### src/rtl/cpu_alu_seq.sv
// rtl/cpu_alu_seq.sv - registered ALU with valid/ready handshake, Z/N/C/V/err flags
// Defining CPU_ALU_SEQ_MUL_EN makes op C a WIDTH-cycle shift-add multiply; otherwise op C is illegal.
module cpu_alu_seq #(
  parameter int WIDTH = 8
) (
  input  logic             clk,
  input  logic             reset,
  input  logic             in_valid,
  output logic             in_ready,
  input  logic [WIDTH-1:0] a,
  input  logic [WIDTH-1:0] b,
  input  logic [3:0]       op,
  output logic             out_valid,
  input  logic             out_ready,
  output logic [WIDTH-1:0] result,
  output logic             zero_flag,
  output logic             neg_flag,
  output logic             carry_flag,
  output logic             ovf_flag,
  output logic             err_flag
);
  localparam int SHAMT_W = $clog2(WIDTH);

  localparam logic [3:0] OP_ADD  = 4'h0;
  localparam logic [3:0] OP_SUB  = 4'h1;
  localparam logic [3:0] OP_AND  = 4'h2;
  localparam logic [3:0] OP_OR   = 4'h3;
  localparam logic [3:0] OP_XOR  = 4'h4;
  localparam logic [3:0] OP_NOT  = 4'h5;
  localparam logic [3:0] OP_SHL  = 4'h6;
  localparam logic [3:0] OP_SHR  = 4'h7;
  localparam logic [3:0] OP_INC  = 4'h8;
  localparam logic [3:0] OP_DEC  = 4'h9;
  localparam logic [3:0] OP_PASS = 4'hA;
  localparam logic [3:0] OP_SAR  = 4'hB;

`ifdef CPU_ALU_SEQ_MUL_EN
  localparam logic [3:0] OP_MUL  = 4'hC;
  typedef enum logic {S_IDLE, S_MUL_RUN} state_t;
`else
  typedef enum logic {S_IDLE} state_t;
`endif

  state_t           state_q, state_d;
  logic             out_valid_q, out_valid_d;
  logic [WIDTH-1:0] result_q, result_d;
  logic             zero_q, zero_d, neg_q, neg_d, carry_q, carry_d;
  logic             ovf_q, ovf_d, err_q, err_d;

`ifdef CPU_ALU_SEQ_MUL_EN
  logic [2*WIDTH-1:0] acc_q, acc_d, mcand_q, mcand_d;
  logic [WIDTH-1:0]   mplier_q, mplier_d;
  logic [SHAMT_W-1:0] cnt_q, cnt_d;
  logic [2*WIDTH-1:0] src_acc, src_mcand, step_acc;
  logic [WIDTH-1:0]   src_mplier;
`endif

  logic [SHAMT_W-1:0]    sh;
  logic                  is_sub;
  logic [WIDTH-1:0]      b_eff;
  logic [WIDTH:0]        sum_ext, shl_ext, shr_ext;
  logic signed [WIDTH:0] sar_ext;
  logic [WIDTH-1:0]      alu_res;
  logic                  alu_c, alu_v, alu_err;
  logic                  accept, start_mul;

  assign in_ready = reset & (state_q == S_IDLE) & (~out_valid_q | out_ready);
  assign accept   = in_valid & in_ready;
`ifdef CPU_ALU_SEQ_MUL_EN
  assign start_mul = (op == OP_MUL);
`else
  assign start_mul = 1'b0;
`endif

  // One shared WIDTH+1 adder serves ADD/SUB/INC/DEC; bit WIDTH is carry or borrow.
  always_comb begin
    sh      = b[SHAMT_W-1:0];
    is_sub  = (op == OP_SUB) || (op == OP_DEC);
    b_eff   = ((op == OP_INC) || (op == OP_DEC)) ? WIDTH'(1) : b;
    sum_ext = is_sub ? ({1'b0, a} - {1'b0, b_eff}) : ({1'b0, a} + {1'b0, b_eff});
    shl_ext = {1'b0, a} << sh;
    shr_ext = {a, 1'b0} >> sh;
    sar_ext = $signed({a, 1'b0}) >>> sh;
    alu_res = '0;
    alu_c   = 1'b0;
    alu_v   = 1'b0;
    alu_err = 1'b0;
    case (op)
      OP_ADD, OP_SUB, OP_INC, OP_DEC: begin
        alu_res = sum_ext[WIDTH-1:0];
        alu_c   = sum_ext[WIDTH];
        alu_v   = (a[WIDTH-1] == (b_eff[WIDTH-1] ^ is_sub)) && (sum_ext[WIDTH-1] != a[WIDTH-1]);
      end
      OP_AND:  alu_res = a & b;
      OP_OR:   alu_res = a | b;
      OP_XOR:  alu_res = a ^ b;
      OP_NOT:  alu_res = ~a;
      OP_PASS: alu_res = b;
      OP_SHL: begin
        alu_res = shl_ext[WIDTH-1:0];
        alu_c   = shl_ext[WIDTH];
      end
      OP_SHR: begin
        alu_res = shr_ext[WIDTH:1];
        alu_c   = shr_ext[0];
      end
      OP_SAR: begin
        alu_res = sar_ext[WIDTH:1];
        alu_c   = sar_ext[0];
      end
      default: alu_err = 1'b1;
    endcase
  end

  always_comb begin
    state_d     = state_q;
    out_valid_d = out_valid_q & ~out_ready;
    result_d    = result_q;
    zero_d      = zero_q;
    neg_d       = neg_q;
    carry_d     = carry_q;
    ovf_d       = ovf_q;
    err_d       = err_q;
    if ((state_q == S_IDLE) && accept && !start_mul) begin
      result_d    = alu_res;
      zero_d      = ~alu_err & (alu_res == '0);
      neg_d       = alu_res[WIDTH-1];
      carry_d     = alu_c;
      ovf_d       = alu_v;
      err_d       = alu_err;
      out_valid_d = 1'b1;
    end
`ifdef CPU_ALU_SEQ_MUL_EN
    // Step 0 happens on the accept edge itself, so the last step lands WIDTH-1 edges later.
    src_acc    = (state_q == S_IDLE) ? '0 : acc_q;
    src_mcand  = (state_q == S_IDLE) ? {{WIDTH{1'b0}}, a} : mcand_q;
    src_mplier = (state_q == S_IDLE) ? b : mplier_q;
    step_acc   = src_acc + (src_mplier[0] ? src_mcand : '0);
    acc_d      = acc_q;
    mcand_d    = mcand_q;
    mplier_d   = mplier_q;
    cnt_d      = cnt_q;
    if ((state_q == S_IDLE) && accept && start_mul) begin
      state_d  = S_MUL_RUN;
      acc_d    = step_acc;
      mcand_d  = src_mcand << 1;
      mplier_d = src_mplier >> 1;
      cnt_d    = SHAMT_W'(1);
    end
    if (state_q == S_MUL_RUN) begin
      acc_d    = step_acc;
      mcand_d  = src_mcand << 1;
      mplier_d = src_mplier >> 1;
      cnt_d    = cnt_q + SHAMT_W'(1);
      if (cnt_q == SHAMT_W'(WIDTH-1)) begin
        state_d     = S_IDLE;
        result_d    = step_acc[WIDTH-1:0];
        zero_d      = (step_acc[WIDTH-1:0] == '0);
        neg_d       = step_acc[WIDTH-1];
        carry_d     = |step_acc[2*WIDTH-1:WIDTH];
        ovf_d       = 1'b0;
        err_d       = 1'b0;
        out_valid_d = 1'b1;
      end
    end
`endif
  end

  always_ff @(posedge clk or negedge reset) begin
    if (!reset) begin
      state_q     <= S_IDLE;
      out_valid_q <= 1'b0;
      result_q    <= '0;
      zero_q      <= 1'b0;
      neg_q       <= 1'b0;
      carry_q     <= 1'b0;
      ovf_q       <= 1'b0;
      err_q       <= 1'b0;
`ifdef CPU_ALU_SEQ_MUL_EN
      acc_q       <= '0;
      mcand_q     <= '0;
      mplier_q    <= '0;
      cnt_q       <= '0;
`endif
    end else begin
      state_q     <= state_d;
      out_valid_q <= out_valid_d;
      result_q    <= result_d;
      zero_q      <= zero_d;
      neg_q       <= neg_d;
      carry_q     <= carry_d;
      ovf_q       <= ovf_d;
      err_q       <= err_d;
`ifdef CPU_ALU_SEQ_MUL_EN
      acc_q       <= acc_d;
      mcand_q     <= mcand_d;
      mplier_q    <= mplier_d;
      cnt_q       <= cnt_d;
`endif
    end
  end

  assign out_valid  = out_valid_q;
  assign result     = result_q;
  assign zero_flag  = zero_q;
  assign neg_flag   = neg_q;
  assign carry_flag = carry_q;
  assign ovf_flag   = ovf_q;
  assign err_flag   = err_q;

endmodule

### config.mk
export PLATFORM = sky130hd
export DESIGN_NAME = cpu_alu_seq
export DESIGN_NICKNAME = d
export VERILOG_FILES = /design/src/rtl/cpu_alu_seq.sv
export SDC_FILE = /design/constraint.sdc
export NUM_CORES = 1
export LEC_CHECK = 0
export BUFFER_PORTS_ARGS = -buffer_cell sky130_fd_sc_hd__buf_2
export CORE_ASPECT_RATIO = 2
export CORE_MARGIN = 2
export CORE_UTILIZATION = 59
export CTS_CLUSTER_DIAMETER = 80
export DETAILED_ROUTE_END_ITERATION = 6
export HOLD_SLACK_MARGIN = 0.03
export PLACE_DENSITY_LB_ADDON = 0.3
export SETUP_SLACK_MARGIN = 0.3
export SYNTH_ARGS = -nofsm -noshare
export SYNTH_HDL_FRONTEND = slang
export SYNTH_SLANG_ARGS = --single-unit
### constraint.sdc
create_clock -name clk -period 1.5 [get_ports clk]
set_input_delay 0.225 -clock clk [delete_from_list [all_inputs] [get_ports clk]]
set_output_delay 0.225 -clock clk [all_outputs]
set_load 0.01 [all_outputs]
==> metrics.cfg, run 1 <==
[yosys]
ys_seq_elements=13
synth_common_cells=nand2_1 (37), nor2_1 (28), a21oi_1 (25), ha_1 (25), o21ai_0 (24)
syn_avg_cell_area_um2=7.39
yosysTopAreaCell=dfrtp_1
synth_top_area_share_pct=12.8
synth_edf_count=0
yosys.cell_count.top_type=nand2_1
yosysUniqueCellTypes=57
ys_warn_count=0
yosys_most_used_dff=dfrtp_1
syn_nets=395
syn_inst=345
synth.area.top_cells=dfrtp_1 (13%), ha_1 (12%), nand2_1 (5.4%), mux4_2 (5.3%), mux2i_1 (5.1%)
netlist_area_um2=2550
async_flop_share_pct=100
ys_seq_area_share_pct=12.8

[status]
haltStage=5_1_grt
status=did not finish
error=[ERROR DPL-0038] Utilization greater than 100%, impossible to legalize

[floorplan]
rows=33
die_w_um=50.5
fp.dieH_um=97.0
io-pin-count=39
start_util_pct=61.8

[clocking]
cts_buffer_depth=2
root_buffer=clkbuf_8
cts_sinks=13
numCtsBuffers=3
h-tree-depth=1

[place]
place_congestion=1.13
hpwl_um=8140
io_buffers=38
placed_cell_area_um2=3530

[global_route]
grt_start_max_net_pins=26

==> logic make-up after synthesis <==
family | Yosys count | synth area share (%)
compound gates | 106 | 26.7
xor+xnor | 4 | 1.37
fa+ha+maj | 26 | 13.1
buf+inv | 45 | 8.10
flops | 13 | 12.8
mux | 26 | 13.5
simple gates | 125 | 24.5
==> per-stage QoR <==
stage	setup slack, ps	utilization, %	std cells
after detailed placement	-1770	85.6	510
after global placement	-1710	85.6	510
after CTS	-1260	92.3	518
after floorplan	-1430	-	345
==> what timing repair did <==
item,CTS
endpoints found under the hold margin,13
pin swaps,25
resized for setup,46
hold buffers,1
buffers inserted,3
setup endpoints to repair,12
==> inputs of run 2 (changes only) <==
==> config.mk (replaced) <==
export PLATFORM = sky130hd
export DESIGN_NAME = cpu_alu_seq
export DESIGN_NICKNAME = d
export VERILOG_FILES = /design/src/rtl/cpu_alu_seq.sv
export SDC_FILE = /design/constraint.sdc
export NUM_CORES = 1
export LEC_CHECK = 0
export BUFFER_PORTS_ARGS = -buffer_cell sky130_fd_sc_hd__buf_2
export CORE_MARGIN = 2
export CORE_UTILIZATION = 40
export DETAILED_ROUTE_END_ITERATION = 6
export PLACE_DENSITY_LB_ADDON = 0.15
export SYNTH_ARGS = -nofsm -noshare
export SYNTH_HDL_FRONTEND = slang
export SYNTH_SLANG_ARGS = --single-unit
==> metrics.cfg, run 2 <==
[status]
status=finished, violations left  ; was did not finish
violations=setup timing

[clocking]
cts_sinks=13  ; unchanged
clk_pin_slew_ps=50
cts_buffer_depth=2  ; unchanged
cts_tree=done
h-tree-depth=1  ; unchanged
numCtsBuffers=3  ; unchanged
root_buffer=clkbuf_8  ; unchanged
clock_latency_ps=250

[yosys]
ys_seq_area_share_pct=12.8  ; unchanged
syn_inst=345  ; unchanged
async_flop_share_pct=100  ; unchanged
synth_common_cells=nand2_1 (37), nor2_1 (28), a21oi_1 (25), ha_1 (25), o21ai_0 (24)  ; unchanged
yosysTopAreaCell=dfrtp_1  ; unchanged
synth.area.top_cells=dfrtp_1 (13%), ha_1 (12%), nand2_1 (5.4%), mux4_2 (5.3%), mux2i_1 (5.1%)  ; unchanged
ys_seq_elements=13  ; unchanged
syn_nets=395  ; unchanged
ys_warn_count=0  ; unchanged
yosys.cell_count.top_type=nand2_1  ; unchanged
yosysUniqueCellTypes=57  ; unchanged
synth_top_area_share_pct=12.8  ; unchanged
syn_avg_cell_area_um2=7.39  ; unchanged
netlist_area_um2=2550  ; unchanged
synth_edf_count=0  ; unchanged
yosys_most_used_dff=dfrtp_1  ; unchanged

[layout]
multiInputGateArea_um2=2280
final.fill_count=556
final_cell_mix=buf_4 (113), nand2_1 (34), buf_2 (32)
areaGrowthSynthToFinish_pct=58.1
stdcell_count=563
largest_reg_flops=8
finish.utilization_pct=64.6
final_common_cell=buf_4
finalInstanceArea_um2=4030
diodes=0
drive_gt1_share_pct=47.5
seqCellArea_um2=325
nets=537

[floorplan]
fp.dieH_um=83.8  ; was 97.0 µm
core_um2=6240
start_util_pct=40.9  ; was 61.8%
rows=29  ; was 33
dieArea_um2=7030
io-pin-count=39  ; unchanged
die_w_um=83.8  ; was 50.5 µm

[route]
drt_iter0_drc=276
drt-pass1-iter-count=5
wl_met3_um=657
num_vias=3258
remaining_drc_errors=0
vias_per_cell=5.79
m1WireLength_um=4620
wirelength_um=10700
wire_per_inst_um=19.0
drtAntennaViolNets=0
dr_wl_met2_um=5130
highest_layer=met4

[setup_path]
criticalPathCategory=input pin to register
crit_required_ps=1640
start_kind=input pin
arrival_ps=2920
end_kind=register
path_max_fanout=4

[pwr]
p_leak_nw=1.93
total_power_mw=2.25
power_density_nw_per_um2=558
ir_worst_vdd_uv=626

[sta]
setup_violations=11
hold_viol=0
relSlewSlack_pct=66.9
rsz0062_at_grt=true
worst_slack_ps=-1280
fin_crit_ps=2780
max_slew.worst_pin.slew_ps=490
whs_ps=243
finalCritPeriodShare_pct=185
finalMaxSlewViolations=0
skew_ps=0.944
finalSetupTns_ps=-10890
clock.fmax_ghz=0.360

[place]
io_buffers=38  ; unchanged
placed_cell_area_um2=3650  ; was 3530 µm²
place_congestion=0.935  ; was 1.13
dp_slack_ps=-1580  ; was -1770 ps
hpwl_um=8360  ; was 8140 µm
dp.cells=546  ; was 510

[global_route]
grt_pass1_vias=3248
grt_pass1_wl_um=17100
antenna_found_initial=0
overflow=0
grt_start_max_net_pins=24
grt_usage_pct=30.9

[run]
cap_viol_max_count=0

[hold_path]
min_path_type=input pin to register

==> run 2: critical path, cell delays in order <==
cell and delay (ps):
buf_8 90, or4_4 560, or3_4 380, nor2_4 120, inv_2 30, a31oi_1 150, o21ai_1 100, ha_1 320
inv_2 40, or3_4 360, o22ai_2 160, a211oi_2 60, nand3_1 90, nor4_2 50, a41o_1 180
==> run 2: cells by family after synthesis <==
kind of cell	after synthesis	share of synthesized area [%]
simple gates	125	24.5
flops	13	12.8
buf+inv	45	8.10
compound gates	106	26.7
fa+ha+maj	26	13.1
xor+xnor	4	1.37
mux	26	13.5
==> run 2: cell type report <==
type / count / share of cell area, %
multi-input combinational: 287 / 56.4
timing repair buffer: 160 / 29.9
sequential: 13 / 8.07
tap: 77 / 2.39
inverter: 22 / 2.11
clock buffer: 4 / 1.12
==> run 2: where the power goes <==
part | leakage, nW | switching, mW | internal (mW)
sequential | 0.165 | 0.0317 | 0.419
combinational | 1.75 | 0.744 | 0.743
clock | 0.0228 | 0.125 | 0.188
total | 1.93 | 0.901 | 1.35
==> run 2: final timing paths <==
path | startpoint | end | slack (ps) | cells after the start
setup / recovery | b[0] | zero_flag$_DFFE_PN0P_ | -1280 | 15
hold / removal | out_ready | out_valid$_DFF_PN0_ | 240 | 3
setup reg to reg | out_valid$_DFF_PN0_ | zero_flag$_DFFE_PN0P_ | 60 | 7
hold reg to reg | err_flag$_DFFE_PN0P_ | err_flag$_DFFE_PN0P_ | 480 | 2
max in group asynchronous | reset | ovf_flag$_DFFE_PN0P_ | 890 | 3
min in group asynchronous | reset | result[4]$_DFFE_PN0P_ | 460 | 3
==> run 2: per-layer routing <==
layer,global-route usage [%],vias up
li1,-,1567
met1,41.7,1522
met2,52.7,142
met3,2.37,27
met4,9.53,0
met5,0,-
==> run 2: timing repair <==
item                       in CTS  in global routing
setup endpoints to repair      11                 11
setup buffers                   7                  5
pin swaps                      30                 18
resized for setup              33                 28
cloned                          0                  0
hold buffers                    1                  0
hold endpoints to repair       13                  0
Power figures use the tool's default switching activity.
==> inputs of run 3 (changes only) <==
--- a/config.mk
+++ b/config.mk
@@ -9,7 +9,7 @@
 export CORE_MARGIN = 2
 export CORE_UTILIZATION = 40
 export DETAILED_ROUTE_END_ITERATION = 6
-export PLACE_DENSITY_LB_ADDON = 0.15
+export PLACE_DENSITY = 0.66
 export SYNTH_ARGS = -nofsm -noshare
 export SYNTH_HDL_FRONTEND = slang
 export SYNTH_SLANG_ARGS = --single-unit
==> metrics.cfg, run 3 (synthesis gave the netlist of run 2 again) <==
[pwr]
p_leak_nw=1.91  ; was 1.93 nW
p_comb_share_pct=66.4  ; was 66.1%
switching_power_uw=896  ; was 901 µW
p_clk_share_pct=13.5  ; was 13.9%
switching_share_pct=40.0  ; about the same
power_frac_seq_pct=20.1  ; was 20.0%
ir_worst_vdd_uv=513  ; was 626 µV
power_density_nw_per_um2=562  ; was 558 nW/µm²
internal_power_mw=1.35  ; about the same

[route]
wirelength_um=10500  ; was 10,700 µm
drt-pass1-iter-count=7  ; was 5
vias_per_cell=5.90  ; was 5.79
num_vias=3300  ; was 3,258
wire_per_inst_um=18.7  ; was 19.0 µm
drt_iter0_drc=285  ; was 276
remaining_drc_errors=0  ; unchanged
drtAntennaViolNets=0  ; unchanged

[layout]
final_common_cell=buf_4  ; unchanged
areaGrowthSynthToFinish_pct=56.5  ; was 58.1%
final_cell_mix=buf_4 (113), buf_2 (33), nand2_1 (32)  ; was buf_4 (113), nand2_1 (34), buf_2 (32)
final.fill_count=559  ; was 556
finalInstanceArea_um2=3990  ; was 4030 µm²
drive_gt1_share_pct=46.7  ; was 47.5%
nets=533  ; was 537
diodes=0  ; unchanged
multiInputGateArea_um2=2300  ; was 2280 µm²
seqCellArea_um2=325  ; unchanged
largest_reg_flops=8  ; unchanged

[floorplan]
die_w_um=83.8  ; unchanged
fp.dieH_um=83.8  ; unchanged
rows=29  ; unchanged
io-pin-count=39  ; unchanged
core_um2=6240  ; unchanged
start_util_pct=40.9  ; unchanged
dieArea_um2=7030  ; unchanged

[global_route]
grt_usage_pct=29.3  ; was 30.9%
overflow=0  ; unchanged
grt_pass1_wl_um=16400  ; was 17,100 µm
grt_start_max_net_pins=26  ; was 24
grt_pass1_vias=3203  ; was 3,248
antenna_found_initial=0  ; unchanged

[setup_path]
arrival_ps=2910  ; was 2920 ps
crit_required_ps=1630  ; was 1640 ps
end_kind=register  ; unchanged
criticalPathCategory=input pin to register  ; unchanged
path_max_fanout=4  ; unchanged
start_kind=input pin  ; unchanged

[sta]
whs_ps=245  ; was 243 ps
skew_ps=1.92  ; was 0.944 ps
relSlewSlack_pct=70.4  ; was 66.9%
hold_viol=0  ; unchanged
max_slew.worst_pin.slew_ps=438  ; was 490 ps
rsz0062_at_grt=true  ; unchanged
worst_slack_ps=-1280  ; about the same
finalCritPeriodShare_pct=185  ; about the same
fin_crit_ps=2780  ; about the same
setup_violations=11  ; unchanged
clock.fmax_ghz=0.360  ; about the same
finalMaxSlewViolations=0  ; unchanged

[place]
place_congestion=0.982  ; was 0.935
io_buffers=38  ; unchanged
hpwl_um=8120  ; was 8360 µm
placed_cell_area_um2=3600  ; was 3650 µm²

[run]
cap_viol_max_count=0  ; unchanged

[clocking]
cts_tree=done  ; unchanged
numCtsBuffers=3  ; unchanged
clk_pin_slew_ps=50  ; about the same
root_buffer=clkbuf_8  ; unchanged
h-tree-depth=1  ; unchanged
cts_buffer_depth=2  ; unchanged
clock_latency_ps=240  ; was 250 ps
cts_sinks=13  ; unchanged

[hold_path]
min_path_type=input pin to register  ; unchanged

[status]
status=finished, violations left  ; unchanged
violations=setup timing  ; unchanged

==> run 3: cell count changes in the layout (fill, tap and decap cells not counted), moves of 2 or more <==
cell and change:
o21ai_1 +2, buf_12 -2, nand2_2 +2, o22ai_2 -2, nand2_1 -2
==> run 3: per-stage QoR <==
stage                     util [%]  instances  total power [mW]  TNS, ps  worst slack, ps
after detailed placement      57.8        541              1.74   -14740            -1580
after global placement        57.8        541              1.71   -14540            -1560
after global routing          63.9        559              2.39   -11980            -1380
after floorplan                  -        345              1.19   -10970            -1430
final                         63.9        559              2.24   -10920            -1280
after CTS                     60.8        550              2.11   -10890            -1280
==> run 3: what timing repair did <==
action | CTS | global route
setup buffers | 4 | 9
endpoints found under the hold margin | 13 | 0
pin swaps | 28 | 20
gates resized for setup | 30 | 27
setup endpoints to repair | 11 | 11
hold buffers | 1 | 0
==> run 3: area by class of cell <==
| type | instances | share of cell area [%] |
|---|---|---|
| multi-input cells | 287 | 57.7 |
| inverters | 22 | 2.13 |
| repair buffers | 156 | 28.5 |
| flip-flops and latches | 13 | 8.15 |
| clock buffers | 4 | 1.13 |
| well taps | 77 | 2.41 |
==> run 3: final timing paths <==
path	start	to	slack, ps	cells after the start
worst max-delay path	b[0]	zero_flag$_DFFE_PN0P_	-1280	15
worst min-delay path	out_ready	out_valid$_DFF_PN0_	240	3
worst max register to register	out_valid$_DFF_PN0_	zero_flag$_DFFE_PN0P_	40	7
worst min register to register	ovf_flag$_DFFE_PN0P_	ovf_flag$_DFFE_PN0P_	480	2
max in group asynchronous	reset	result[3]$_DFFE_PN0P_	890	3
min in group asynchronous	reset	result[2]$_DFFE_PN0P_	460	3
==> run 3: per-layer routing <==
metal  up-vias  track usage [%]  share of wire (%)
met5         -                0                  0
met4         0             12.0                4.2
met3        39             3.66                6.4
met2       149             47.8                 48
met1      1560             39.2                 41
li1       1552                -                  -
==> run 3: worst max-delay path, cell delays in order <==
cell	delay [ps]
buf_8	90
or4_4	560
or3_4	380
nor2_4	90
inv_1	40
a31oi_1	150
o21ai_1	100
ha_1	310
inv_2	40
or3_4	370
o22ai_4	150
a211oi_2	60
nand3_1	90
nor4_2	50
a41o_1	170
==> run 3: power by group through the flow <==
stage / combinational [mW] / clock, mW / sequential (mW)
2_1_floorplan: 0.701 / 0 / 0.490
5_1_grt: 1.60 / 0.327 / 0.462
3_3_place_gp: 1.26 / 0 / 0.452
6_report: 1.49 / 0.304 / 0.450
4_1_cts: 1.35 / 0.309 / 0.451
3_5_place_dp: 1.28 / 0 / 0.456
